===== config.mk =====
export PLATFORM = sky130hd
export DESIGN_NAME = mem_bus_ctrl_flat
export DESIGN_NICKNAME = d
export VERILOG_FILES = /design/src/rtl/mem_bus_ctrl_pkg.sv /design/src/rtl/mem_bus_ctrl_if.sv /design/src/rtl/mem_bus_ctrl_req_fsm.sv /design/src/rtl/mem_bus_ctrl.sv /design/src/flat_wrapper.sv
export SDC_FILE = /design/constraint.sdc
export NUM_CORES = 1
export LEC_CHECK = 0
export ABC_AREA = 1
export CAP_MARGIN = 20
export CORE_ASPECT_RATIO = 0.9
export CORE_MARGIN = 2
export CORE_UTILIZATION = 45
export CTS_CLUSTER_SIZE = 28
export DETAILED_ROUTE_END_ITERATION = 10
export PLACE_DENSITY = 0.86
export SYNTH_ARGS = -nofsm -noshare
export SYNTH_HDL_FRONTEND = slang
export SYNTH_HIERARCHICAL = 1
export SYNTH_SLANG_ARGS = --single-unit

===== constraint.sdc =====
create_clock -name clk -period 7.4 [get_ports clk]
set_input_delay 1.48 -clock clk [delete_from_list [all_inputs] [get_ports clk]]
set_output_delay 1.48 -clock clk [all_outputs]
set_load 0.1 [all_outputs]

===== src/rtl/mem_bus_ctrl_pkg.sv =====
// Shared definitions for the multi-cycle MIPS memory stage:
// FSM state encoding, opcode constants, alignment helper.
package mem_bus_ctrl_pkg;

   typedef enum logic [1:0] {
      IDLE = 2'b00,
      BUSY = 2'b01,
      DONE = 2'b10
   } state_t;

   localparam logic [5:0] OP_RTYPE = 6'h00;
   localparam logic [5:0] OP_J     = 6'h02;
   localparam logic [5:0] OP_BEQ   = 6'h04;
   localparam logic [5:0] OP_LW    = 6'h23;
   localparam logic [5:0] OP_SW    = 6'h2b;

   function automatic logic word_aligned(input logic [1:0] lo);
      return lo == 2'b00;
   endfunction

endpackage


===== src/rtl/mem_bus_ctrl_if.sv =====
// Unified instruction/data memory bus with a ready handshake.
// master = memory stage, slave = memory.
interface mem_bus_ctrl_if #(
   parameter int AW = 32,
   parameter int DW = 32
);
   logic [AW-1:0] mem_addr;
   logic [DW-1:0] mem_wdata;
   logic [DW-1:0] mem_rdata;
   logic          mem_rd;
   logic          mem_wr;
   logic          mem_ready;

   modport master (
      output mem_addr,
      output mem_wdata,
      output mem_rd,
      output mem_wr,
      input  mem_rdata,
      input  mem_ready
   );

   modport slave (
      input  mem_addr,
      input  mem_wdata,
      input  mem_rd,
      input  mem_wr,
      output mem_rdata,
      output mem_ready
   );
endinterface


===== src/rtl/mem_bus_ctrl_req_fsm.sv =====
// Request sequencer: state, timeout counter, strobes,
// stall and sticky error for one transaction per micro-step.
module mem_req_fsm
   import mem_bus_ctrl_pkg::*;
#(
   parameter int TIMEOUT = 15,
   parameter int CW      = 4
) (
   input  logic clk,
   input  logic rst,
   input  logic MemRd,
   input  logic MemWr,
   input  logic misaligned,
   input  logic mem_ready,
   output logic mem_rd,
   output logic mem_wr,
   output logic stall,
   output logic err,
   output logic start,
   output logic load
);

   localparam logic [CW-1:0] TMO = CW'(TIMEOUT);

   state_t        state;
   logic [CW-1:0] cnt;
   logic [CW-1:0] cnt_nxt;
   logic          req;

   assign req     = MemRd | MemWr;
   assign cnt_nxt = cnt + 1'b1;
   assign start   = (state == IDLE) && req;
   assign load    = (state == BUSY) && mem_ready && mem_rd;

   always_comb begin
      stall = 1'b0;
      unique case (state)
         IDLE:    stall = req;
         BUSY:    stall = 1'b1;
         default: stall = 1'b0;
      endcase
   end

   always_ff @(posedge clk or posedge rst) begin
      if (rst) begin
         state  <= IDLE;
         cnt    <= '0;
         mem_rd <= 1'b0;
         mem_wr <= 1'b0;
         err    <= 1'b0;
      end else begin
         unique case (state)
            IDLE: begin
               cnt <= '0;
               if (req) begin
                  if (misaligned) begin
                     err   <= 1'b1;
                     state <= DONE;
                  end else begin
                     mem_rd <= MemRd & ~MemWr;
                     mem_wr <= MemWr;
                     state  <= BUSY;
                     if (MemRd & MemWr)
                        err <= 1'b1;
                  end
               end
            end
            BUSY: begin
               if (mem_ready) begin
                  mem_rd <= 1'b0;
                  mem_wr <= 1'b0;
                  cnt    <= '0;
                  state  <= DONE;
               end else if (cnt_nxt == TMO) begin
                  // abort: the memory never answered
                  err    <= 1'b1;
                  mem_rd <= 1'b0;
                  mem_wr <= 1'b0;
                  cnt    <= '0;
                  state  <= DONE;
               end else begin
                  cnt <= cnt_nxt;
               end
            end
            DONE:    state <= IDLE;
            default: state <= IDLE;
         endcase
      end
   end

endmodule


===== src/rtl/mem_bus_ctrl.sv =====
// Memory-side stage of the multi-cycle MIPS datapath:
// address mux, IR/MDR and bus address/data registers.
module mem_bus_ctrl
   import mem_bus_ctrl_pkg::*;
#(
   parameter int AW      = 32,
   parameter int DW      = 32,
   parameter int TIMEOUT = 15,
   parameter int CW      = 4
) (
   input  logic          clk,
   input  logic          rst,
   input  logic          MemRd,
   input  logic          MemWr,
   input  logic          IorD,
   input  logic          IRWr,
   input  logic [AW-1:0] PC,
   input  logic [AW-1:0] ALUOut,
   input  logic [DW-1:0] B,
   mem_bus_ctrl_if.master bus,
   output logic [DW-1:0] IR,
   output logic [DW-1:0] MDR,
   output logic [5:0]    Op,
   output logic          stall,
   output logic          err
);

   logic [AW-1:0] addr;
   logic          misaligned;
   logic          start;
   logic          load;
   logic          irwr_q;
   logic          rd_q;
   logic          wr_q;

   assign addr       = IorD ? ALUOut : PC;
   assign misaligned = ~word_aligned(addr[1:0]);
   assign bus.mem_rd = rd_q;
   assign bus.mem_wr = wr_q;
   assign Op         = IR[31:26];

   mem_req_fsm #(
      .TIMEOUT (TIMEOUT),
      .CW      (CW)
   ) u_fsm (
      .clk        (clk),
      .rst        (rst),
      .MemRd      (MemRd),
      .MemWr      (MemWr),
      .misaligned (misaligned),
      .mem_ready  (bus.mem_ready),
      .mem_rd     (rd_q),
      .mem_wr     (wr_q),
      .stall      (stall),
      .err        (err),
      .start      (start),
      .load       (load)
   );

   always_ff @(posedge clk or posedge rst) begin
      if (rst) begin
         bus.mem_addr  <= '0;
         bus.mem_wdata <= '0;
         irwr_q        <= 1'b0;
         IR            <= '0;
         MDR           <= '0;
      end else begin
         if (start) begin
            bus.mem_addr  <= addr;
            bus.mem_wdata <= B;
            irwr_q        <= IRWr;
         end
         if (load) begin
            MDR <= bus.mem_rdata;
            if (irwr_q)
               IR <= bus.mem_rdata;
         end
      end
   end

endmodule

===== src/flat_wrapper.sv =====
// flat-port wrapper written by rule: the top's interface ports become plain ports
module mem_bus_ctrl_flat import mem_bus_ctrl_pkg::*;
#(
   parameter int AW      = 32,
   parameter int DW      = 32,
   parameter int TIMEOUT = 15,
   parameter int CW      = 4
)
  (clk, rst, MemRd, MemWr, IorD, IRWr, PC, ALUOut, B, IR, MDR, Op, stall, err, bus_mem_addr, bus_mem_wdata, bus_mem_rd, bus_mem_wr, bus_mem_rdata, bus_mem_ready);
  mem_bus_ctrl_if #(.AW(AW), .DW(DW)) bus_i ();
  input  logic clk;
  input  logic rst;
  input  logic MemRd;
  input  logic MemWr;
  input  logic IorD;
  input  logic IRWr;
  input  logic [AW-1:0] PC;
  input  logic [AW-1:0] ALUOut;
  input  logic [DW-1:0] B;
  output logic [DW-1:0] IR;
  output logic [DW-1:0] MDR;
  output logic [5:0] Op;
  output logic stall;
  output logic err;
  output wire logic [$bits(bus_i.mem_addr)-1:0] bus_mem_addr;
  output wire logic [$bits(bus_i.mem_wdata)-1:0] bus_mem_wdata;
  output wire logic [$bits(bus_i.mem_rd)-1:0] bus_mem_rd;
  output wire logic [$bits(bus_i.mem_wr)-1:0] bus_mem_wr;
  input wire logic [$bits(bus_i.mem_rdata)-1:0] bus_mem_rdata;
  input wire logic [$bits(bus_i.mem_ready)-1:0] bus_mem_ready;
  assign bus_mem_addr = bus_i.mem_addr;
  assign bus_mem_wdata = bus_i.mem_wdata;
  assign bus_mem_rd = bus_i.mem_rd;
  assign bus_mem_wr = bus_i.mem_wr;
  assign bus_i.mem_rdata = bus_mem_rdata;
  assign bus_i.mem_ready = bus_mem_ready;
  mem_bus_ctrl #(.AW(AW), .DW(DW), .TIMEOUT(TIMEOUT), .CW(CW)) u_core (.clk(clk), .rst(rst), .MemRd(MemRd), .MemWr(MemWr), .IorD(IorD), .IRWr(IRWr), .PC(PC), .ALUOut(ALUOut), .B(B), .bus(bus_i), .IR(IR), .MDR(MDR), .Op(Op), .stall(stall), .err(err));
endmodule

Word level (Yosys, flattened, before mapping)
Cells that the tools add are included.

word-level totals
  flip-flop bits (word level) = 138
  bits of input ports = 135
  output and inout bits = 138

cells by class
  $add $sub $neg = 1
  equal/unequal tests = 8
  muxes and demuxes = 24
  bitwise gates (word level) = 4
  reduce and logical (&&, ||, !) cells = 10

operators by type and width
  operator                                             count
  two-way mux 32 bit                                   1
  two-way mux 1 bit                                    11
  two-way mux 2 bit                                    4
  two-way mux 4 bit                                    2
  case mux 1 bit (2 select lines)                      4
  case mux 4 bit (2 select lines)                      1
  AND reduction 5 bit                                  1
  adder 4 x 1 -> 4 bit, second input constant          1
  equality test 4 bit, second input constant           1
  logical NOT 2 bit                                    2
  != test 2 x 1 -> 1 bit, second input constant        2
  != test 2 bit, second input constant                 2
  case mux 2 bit (2 select lines)                      1
  AND reduction 2 bit                                  2
  AND reduction 4 bit                                  1
  logical AND 1 bit                                    3
  != test 3 x 2 -> 1 bit, second input constant        1
  != test 3 bit, second input constant                 1
  bitwise AND 1 bit                                    2
  equality test 2 x 1 -> 1 bit, second input constant  1
  nonzero test 2 bit                                   1
  NOT 1 bit                                            1
  OR 1 bit                                             1

Depth between registers and ports, before layout
Gate-level depths: netlist of run 1.

  depth in word-level cells = 5
  gate-level depth with buffers = 10
  mapped depth without buffers = 10

Hierarchy
Netlist of run 1, hierarchy kept.

modules (own cells, without submodules)
  module        times used  cells each  area each (sq um)
  mem_bus_ctrl  1           668         5526.6
  mem_req_fsm   1           68          544.3

Worst setup path before layout of run 1
No wires, ideal clock.

  path kind = input -> output
  from = in MemWr
  to = out stall
  arrival = 2.177 ns
  required time = 5.920 ns
  slack = 3.743 ns
  stages on the path = 2
  cells stage by stage = nor2_1 > a21oi_4

between the ends
  longest elaborated chain between the ends = 2

RTL lines
  element                          RTL line                    text
  start: declaration               flat_wrapper.sv:14          input logic MemWr;
  OR 1 bit                         mem_bus_ctrl_req_fsm.sv:30  assign req = MemRd | MemWr;
  case mux 1 bit (2 select lines)  mem_bus_ctrl_req_fsm.sv:37  unique case (state)
  end: declaration                 flat_wrapper.sv:23          output logic stall;

No other way between the ends.

Worst setup path after layout of run 1
Ends and elaborated chain as after synthesis.

==> results of run 1 <==
[area by class of cell]
cell class	instances	area, sq um
Sequential cell	138	3450
Clock inverter	15	213
Clock buffer	17	425
Multi-Input combinational cell	445	1940
Fill cell	1003	3800
Timing Repair Buffer	278	2800
Tap cell	168	210
Inverter	111	419
[stage by stage]
step,cells,util
after global placement,1138,0.662
after global routing,1172,0.714
after detailed placement,1138,0.662
after floorplan,736,-
after CTS,1170,0.710
final,1172,0.714
[path summary, 6_finish.rpt]
check | depth (start not counted) | slack, ns | from | to
max in group asynchronous | 3 | 4.44 | rst | u_core/IR[12]$_DFFE_PP0P_
min | 2 | 0.47 | u_core/bus.mem_wdata[28]$_DFFE_PP0P_ | u_core/bus.mem_wdata[28]$_DFFE_PP0P_
max | 4 | 2.41 | MemWr | stall
min reg2reg | 2 | 0.47 | u_core/bus.mem_wdata[28]$_DFFE_PP0P_ | u_core/bus.mem_wdata[28]$_DFFE_PP0P_
max reg2reg | 6 | 4.90 | u_core/u_fsm/state[1]$_DFFE_PP0P_ | u_core/IR[15]$_DFFE_PP0P_
min in group asynchronous | 2 | 1.42 | rst | u_core/u_fsm/cnt[3]$_DFFE_PP0N_
[state kept, by name, summed over array words and instances (netlist names)]
| name | cells |
|---|---|
| u_core/IR | 32 |
| u_core/MDR | 32 |
| u_core/bus.mem_addr | 32 |
| u_core/bus.mem_wdata | 32 |
| u_core/irwr_q | 1 |
| u_core/u_fsm/cnt | 4 |
| u_core/u_fsm/err | 1 |
| u_core/u_fsm/mem_rd | 1 |
| u_core/u_fsm/mem_wr | 1 |
| u_core/u_fsm/state | 2 |
[tightest hold or removal path: cells and delay by family (launching register included)]
kind             cells  cell delay (ns)
and+or+nand+nor      2             0.10
DFF                  1             0.34
[cells by family (layout without fill, tap and decap cells)]
family	after synthesis	after routing
compound gates	64	64
simple gates	379	379
buf+inv	153	421
fa+ha+maj	2	2
flops	138	138
[routing by layer]
layer  routed length (um)  vias to the layer above
li1                     -                     2733
met1                 6640                     2542
met2                 8420                      226
met3                 1510                       19
met4                  280                        0
met5                    0                        -
[placed cells by master (no fill, tap or decap), types with 5 or more instances in the layout]
cell type,count
o21ai_0,12
o21ai_1,14
o21ai_2,9
nor2_1,29
inv_6,5
nand4_1,5
clkbuf_16,17
dfrtp_1,138
a21oi_1,25
nand2_1,289
clkdlybuf4s50_1,272
nand3_1,42
inv_1,108
==> flow_summary.toml, run 1 <==
[run_status]
status = "complete, no violations"

[worst_setup_path]
worstPathMaxFanout = 6
cp-end-kind = "output pin"
crit_path_start_kind = "primary input"
worstSetupPathType = "primary input to output pin"
cpPeakStageDelay_ns = 1.18
crit_chain = "clkdlybuf4s50_1 -> nor2_1 -> a21oi_4 -> clkdlybuf4s50_1"
required_ns = 5.92
cp_top_family = "buffers and inverters"
critPathSlowestCell = "clkdlybuf4s50_1"
critPathArrivalTime_ns = 3.51
cp_common_cell = "clkdlybuf4s50_1"
cp_num_buf_inv = 2

[timing]
max_freq_mhz = 200
slew_viol_final = 0
finalSetupViolCount = 0
fin_crit_ns = 4.99
hold_viol = 0
finalCritPeriodShare = 0.675
max_slew_margin = 0.305
tightest_slew_ns = 1.04
finClkSkew_ns = 0.00689
rsz0062_at_grt = "false"
setup_slack_ns = 2.41
finalSetupTns_ns = 0
whs_ns = 0.470

[synthesis]
synth_top_family_by_area = "simple AND/OR/NAND/NOR gates"
synthArstFlopShare = 1.00
synthMuxAreaShare = 0
synth_ff_type = "dfrtp_1"
yosys_warnings = 6
syn_nets = 873
synthTopCellsByArea = "dfrtp_1 (57%), nand2_1 (18%), inv_1 (6.8%), nand3_1 (3.5%), a21oi_1 (2.1%)"
syn_inst = 736
synth_area_leader_cell = "dfrtp_1"
synth-xor-area-share = 0
synth-simple-area-share = 0.253
synth_compound_area_frac = 0.0610
post-synth-top-count-cell = "nand2_1"
synthAdderAreaFrac = 0.00412
avgSynthCellArea_sq_um = 8.25
synth.distinct_cells = 27
synth_seq_cells = 138
yosys-top-cells-count = "nand2_1 (289), dfrtp_1 (138), inv_1 (110), nand3_1 (42), nor2_1 (31)"
yosysSeqAreaShare = 0.569
synth_edf_count = 0
synth.top_cell.area_share = 0.569
synth_area_sq_um = 6070

[place]
dp.final_hpwl_um = 11300
post-place-ws_ns = 2.41
placed_area_sq_um = 8780
io_buffers = 272
gp_congestion = 0.786

[clock_tree]
cts.path.max_buffers = 2
hold_buffers = 0
htreeDepth = 4
cts_root_buf = "clkbuf_16"
cts_inserted_buffers = 17
cts_tree = "yes"
clkTransAtPathRegs_ns = 0.06
post_cts_buffers = 0
cts-resized-gates = 0
cts_sinks = 138
clock_latency_ns = 0.41

[route]
drtIter0Drc = 309
avgViaCountPerCell = 4.71
post_drt_wl_per_cell_um = 14.4
ant_nets = 0
drt_wl_total_um = 16900
first_pass_iters = 4
num_vias = 5520
drc = 0

[global_routing]
grt_pass1_wl_um = 27200
grtUsageTotal = 0.239
top_usage_layer = "met2"
grt_max_degree = 75
grt_pass1_vias = 5436
antenna_found_initial = 0
met3_usage = 0.0860
grtUsageMet2 = 0.412
use_met1 = 0.283
grt_overflow = 0

[finish]
drive_gt1_frac = 0.0637
diodes = 0
syn_to_final_growth_pct = 55.9
stdcell_area_sq_um = 9470
final_nets = 1128

[floorplan]
fp.dieW_um = 126
start_util = 0.458
boundaryPins = 273
core-area_sq_um = 13300
die_height_um = 114
die_area_sq_um = 14400
row_count = 40

[worst_hold_path]
hp-class = "flop to flop"

[flow_run]
drv_cap = 0
Power of run 1 is left out: the tool's default activity adds up to more than one toggle a clock period on the data nets, which glitch-free logic cannot reach.
==> run 2: changes to the inputs <==
--- a/config.mk
+++ b/config.mk
@@ -9,10 +9,10 @@
 export CAP_MARGIN = 20
 export CORE_ASPECT_RATIO = 0.9
 export CORE_MARGIN = 2
-export CORE_UTILIZATION = 45
+export CORE_UTILIZATION = 42
 export CTS_CLUSTER_SIZE = 28
 export DETAILED_ROUTE_END_ITERATION = 10
-export PLACE_DENSITY = 0.86
+export PLACE_DENSITY = 0.81
 export SYNTH_ARGS = -nofsm -noshare
 export SYNTH_HDL_FRONTEND = slang
 export SYNTH_HIERARCHICAL = 1
==> constraint.sdc (replaced) <==
create_clock -name clk -period 4.7 [get_ports clk]
set_input_delay 0.94 -clock clk [delete_from_list [all_inputs] [get_ports clk]]
set_output_delay 0.94 -clock clk [all_outputs]
set_load 0.1 [all_outputs]
==> run 2 against run 1 <==
  * Worst setup slack got worse by 0.83 ns
  * Register-to-register slack got worse by 2.2 ns
  * Die area increased by 6.9%
  * Sequential cell count unchanged
  * Count of clock-buffer cells in the layout unchanged
  * Worst hold slack got worse by 0.0011 ns
  * Via count decreased by 1.8%
  * Global-route usage decreased by 2.1 points
==> flow_summary.toml, run 2 (synthesized netlist as in run 1, its figures left out) <==
[run_status]
status = "complete, no violations"

[finish]
mostFrequentLayoutCells = "nand2_1 (289), clkdlybuf4s50_1 (271), dfrtp_1 (138)"
diodes = 0
syn_to_final_growth_pct = 55.8
final_nets = 1129
drive_gt1_frac = 0.0657
mostFrequentLayoutCell = "nand2_1"
stdcell_count = 1198
multi_input_area_sq_um = 1940
fillerInstances = 1121
regArea_sq_um = 3450

[floorplan]
core-area_sq_um = 14100
die_area_sq_um = 15400
row_count = 41
fp.dieW_um = 131
boundaryPins = 273
die_height_um = 118
start_util = 0.432

[route]
first_pass_iters = 4
num_vias = 5419
drtIter0Drc = 247
wl_met3_um = 1890
drc = 0
post_drt_wl_per_cell_um = 13.6
avgViaCountPerCell = 4.52
drt_wl_total_um = 16200
wl_met2_um = 7640
ant_nets = 0
top_layer = "met4"
drt-met1-wl_um = 6480

[place]
gp_congestion = 0.810
dpl.cell_count = 1166
io_buffers = 272
dp.final_hpwl_um = 11800

[timing]
tightest_slew_ns = 1.06
finalSetupViolCount = 0
finalSetupTns_ns = 0
hold_viol = 0
rsz0062_at_grt = "false"
max_freq_mhz = 321
slew_viol_final = 0
max_slew_margin = 0.289
fin_crit_ns = 3.12
finalCritPeriodShare = 0.664
finClkSkew_ns = 0.00804

[worst_setup_path]
worstSetupStartpoint = "MemWr"
cpPeakStageDelay_ns = 0.45
reg2regPathDepth = 6
ff2ff_setup_slack_ns = 2.71
crit_chain = "clkdlybuf4s50_1 -> nor2_1 -> a21oi_4 -> buf_4"
critPathSlowestCell = "clkdlybuf4s50_1"
crit_path_end = "stall"
worstPathMaxFanout = 6
critPathArrivalTime_ns = 2.18
cp-end-kind = "output pin"
rr_startpoint = "u_core/u_fsm/state[1]$_DFFE_PP0P_"
crit_path_start_kind = "primary input"
worstSetupPathType = "primary input to output pin"
r2r_end = "u_core/MDR[17]$_DFFE_PP0P_"
required_ns = 3.76

[clock_tree]
htreeDepth = 4
cts_sinks = 138
cts_tree = "yes"
cts-resized-gates = 0
hold_buffers = 0
clock_latency_ns = 0.42
cts_root_buf = "clkbuf_16"
clkTransAtPathRegs_ns = 0.06
cts.path.max_buffers = 2
cts_inserted_buffers = 17
post_cts_buffers = 0

[global_routing]
grt_overflow = 0
antenna_found_initial = 0
grt_pass1_wl_um = 26200
grt_max_degree = 75
grtUsageTotal = 0.218
grt_pass1_vias = 5347

[worst_hold_path]
hp-class = "flop to flop"

[flow_run]
drv_cap = 0
run 2: changes by cell type in the layout (fill, tap and decap cells not counted), moves of 2 or more:
| cell | previous run | this run |
|---|---|---|
| clkinv_4 | 2 | 6 |
| buf_4 | 4 | 7 |
| inv_6 | 5 | 3 |
| clkinvlp_4 | 2 | 0 |
run 2: worst min-delay path by stage:
stage | from | end | slack (ns) | cells after the start
2_1_floorplan | u_core/u_fsm/cnt[1]$_DFFE_PP0N_ | u_core/u_fsm/cnt[1]$_DFFE_PP0N_ | 0.53 | 2
3_3_place_gp | u_core/bus.mem_wdata[29]$_DFFE_PP0P_ | u_core/bus.mem_wdata[29]$_DFFE_PP0P_ | 0.45 | 2
3_5_place_dp | u_core/bus.mem_wdata[12]$_DFFE_PP0P_ | u_core/bus.mem_wdata[12]$_DFFE_PP0P_ | 0.46 | 2
4_1_cts | u_core/bus.mem_wdata[29]$_DFFE_PP0P_ | u_core/bus.mem_wdata[29]$_DFFE_PP0P_ | 0.47 | 2
5_1_grt | u_core/bus.mem_wdata[29]$_DFFE_PP0P_ | u_core/bus.mem_wdata[29]$_DFFE_PP0P_ | 0.49 | 2
6_report | u_core/u_fsm/err$_DFFE_PP0P_ | u_core/u_fsm/err$_DFFE_PP0P_ | 0.47 | 2
run 2: layer usage:
metal  up-vias  GRT usage
met5         -          0
met4         0     0.0638
met3        17     0.0945
met2       228      0.354
met1      2454      0.261
li1       2720          -
run 2: stage by stage:
| stage | hold slack, ns | util | cell area (sq um) | worst slack, ns |
|---|---|---|---|---|
| floorplan | 0.526 | - | 6070 | 0.319 |
| global placement | 0.454 | 0.629 | 8840 | 1.63 |
| detailed placement | 0.459 | 0.629 | 8840 | 1.59 |
| CTS | 0.473 | 0.673 | 9460 | 1.58 |
| global route | 0.491 | 0.673 | 9460 | 1.50 |
| finish | 0.469 | 0.673 | 9460 | 1.58 |
run 2: layout make-up:
cell class / count / area share
multi-input combinational: 445 / 0.206
timing repair buffer: 279 / 0.294
inverter: 111 / 0.0443
clock inverter: 15 / 0.0201
clock buffer: 17 / 0.0450
sequential: 138 / 0.365
tap: 193 / 0.0255
run 2: critical path: cells and delay by family:
family | cells | cell delay (ns)
AO/OA/AOI/OAI | 1 | 0.14
buffers and inverters | 2 | 0.71
AND/OR/NAND/NOR | 1 | 0.38
Power of run 2 is left out for the same reason.
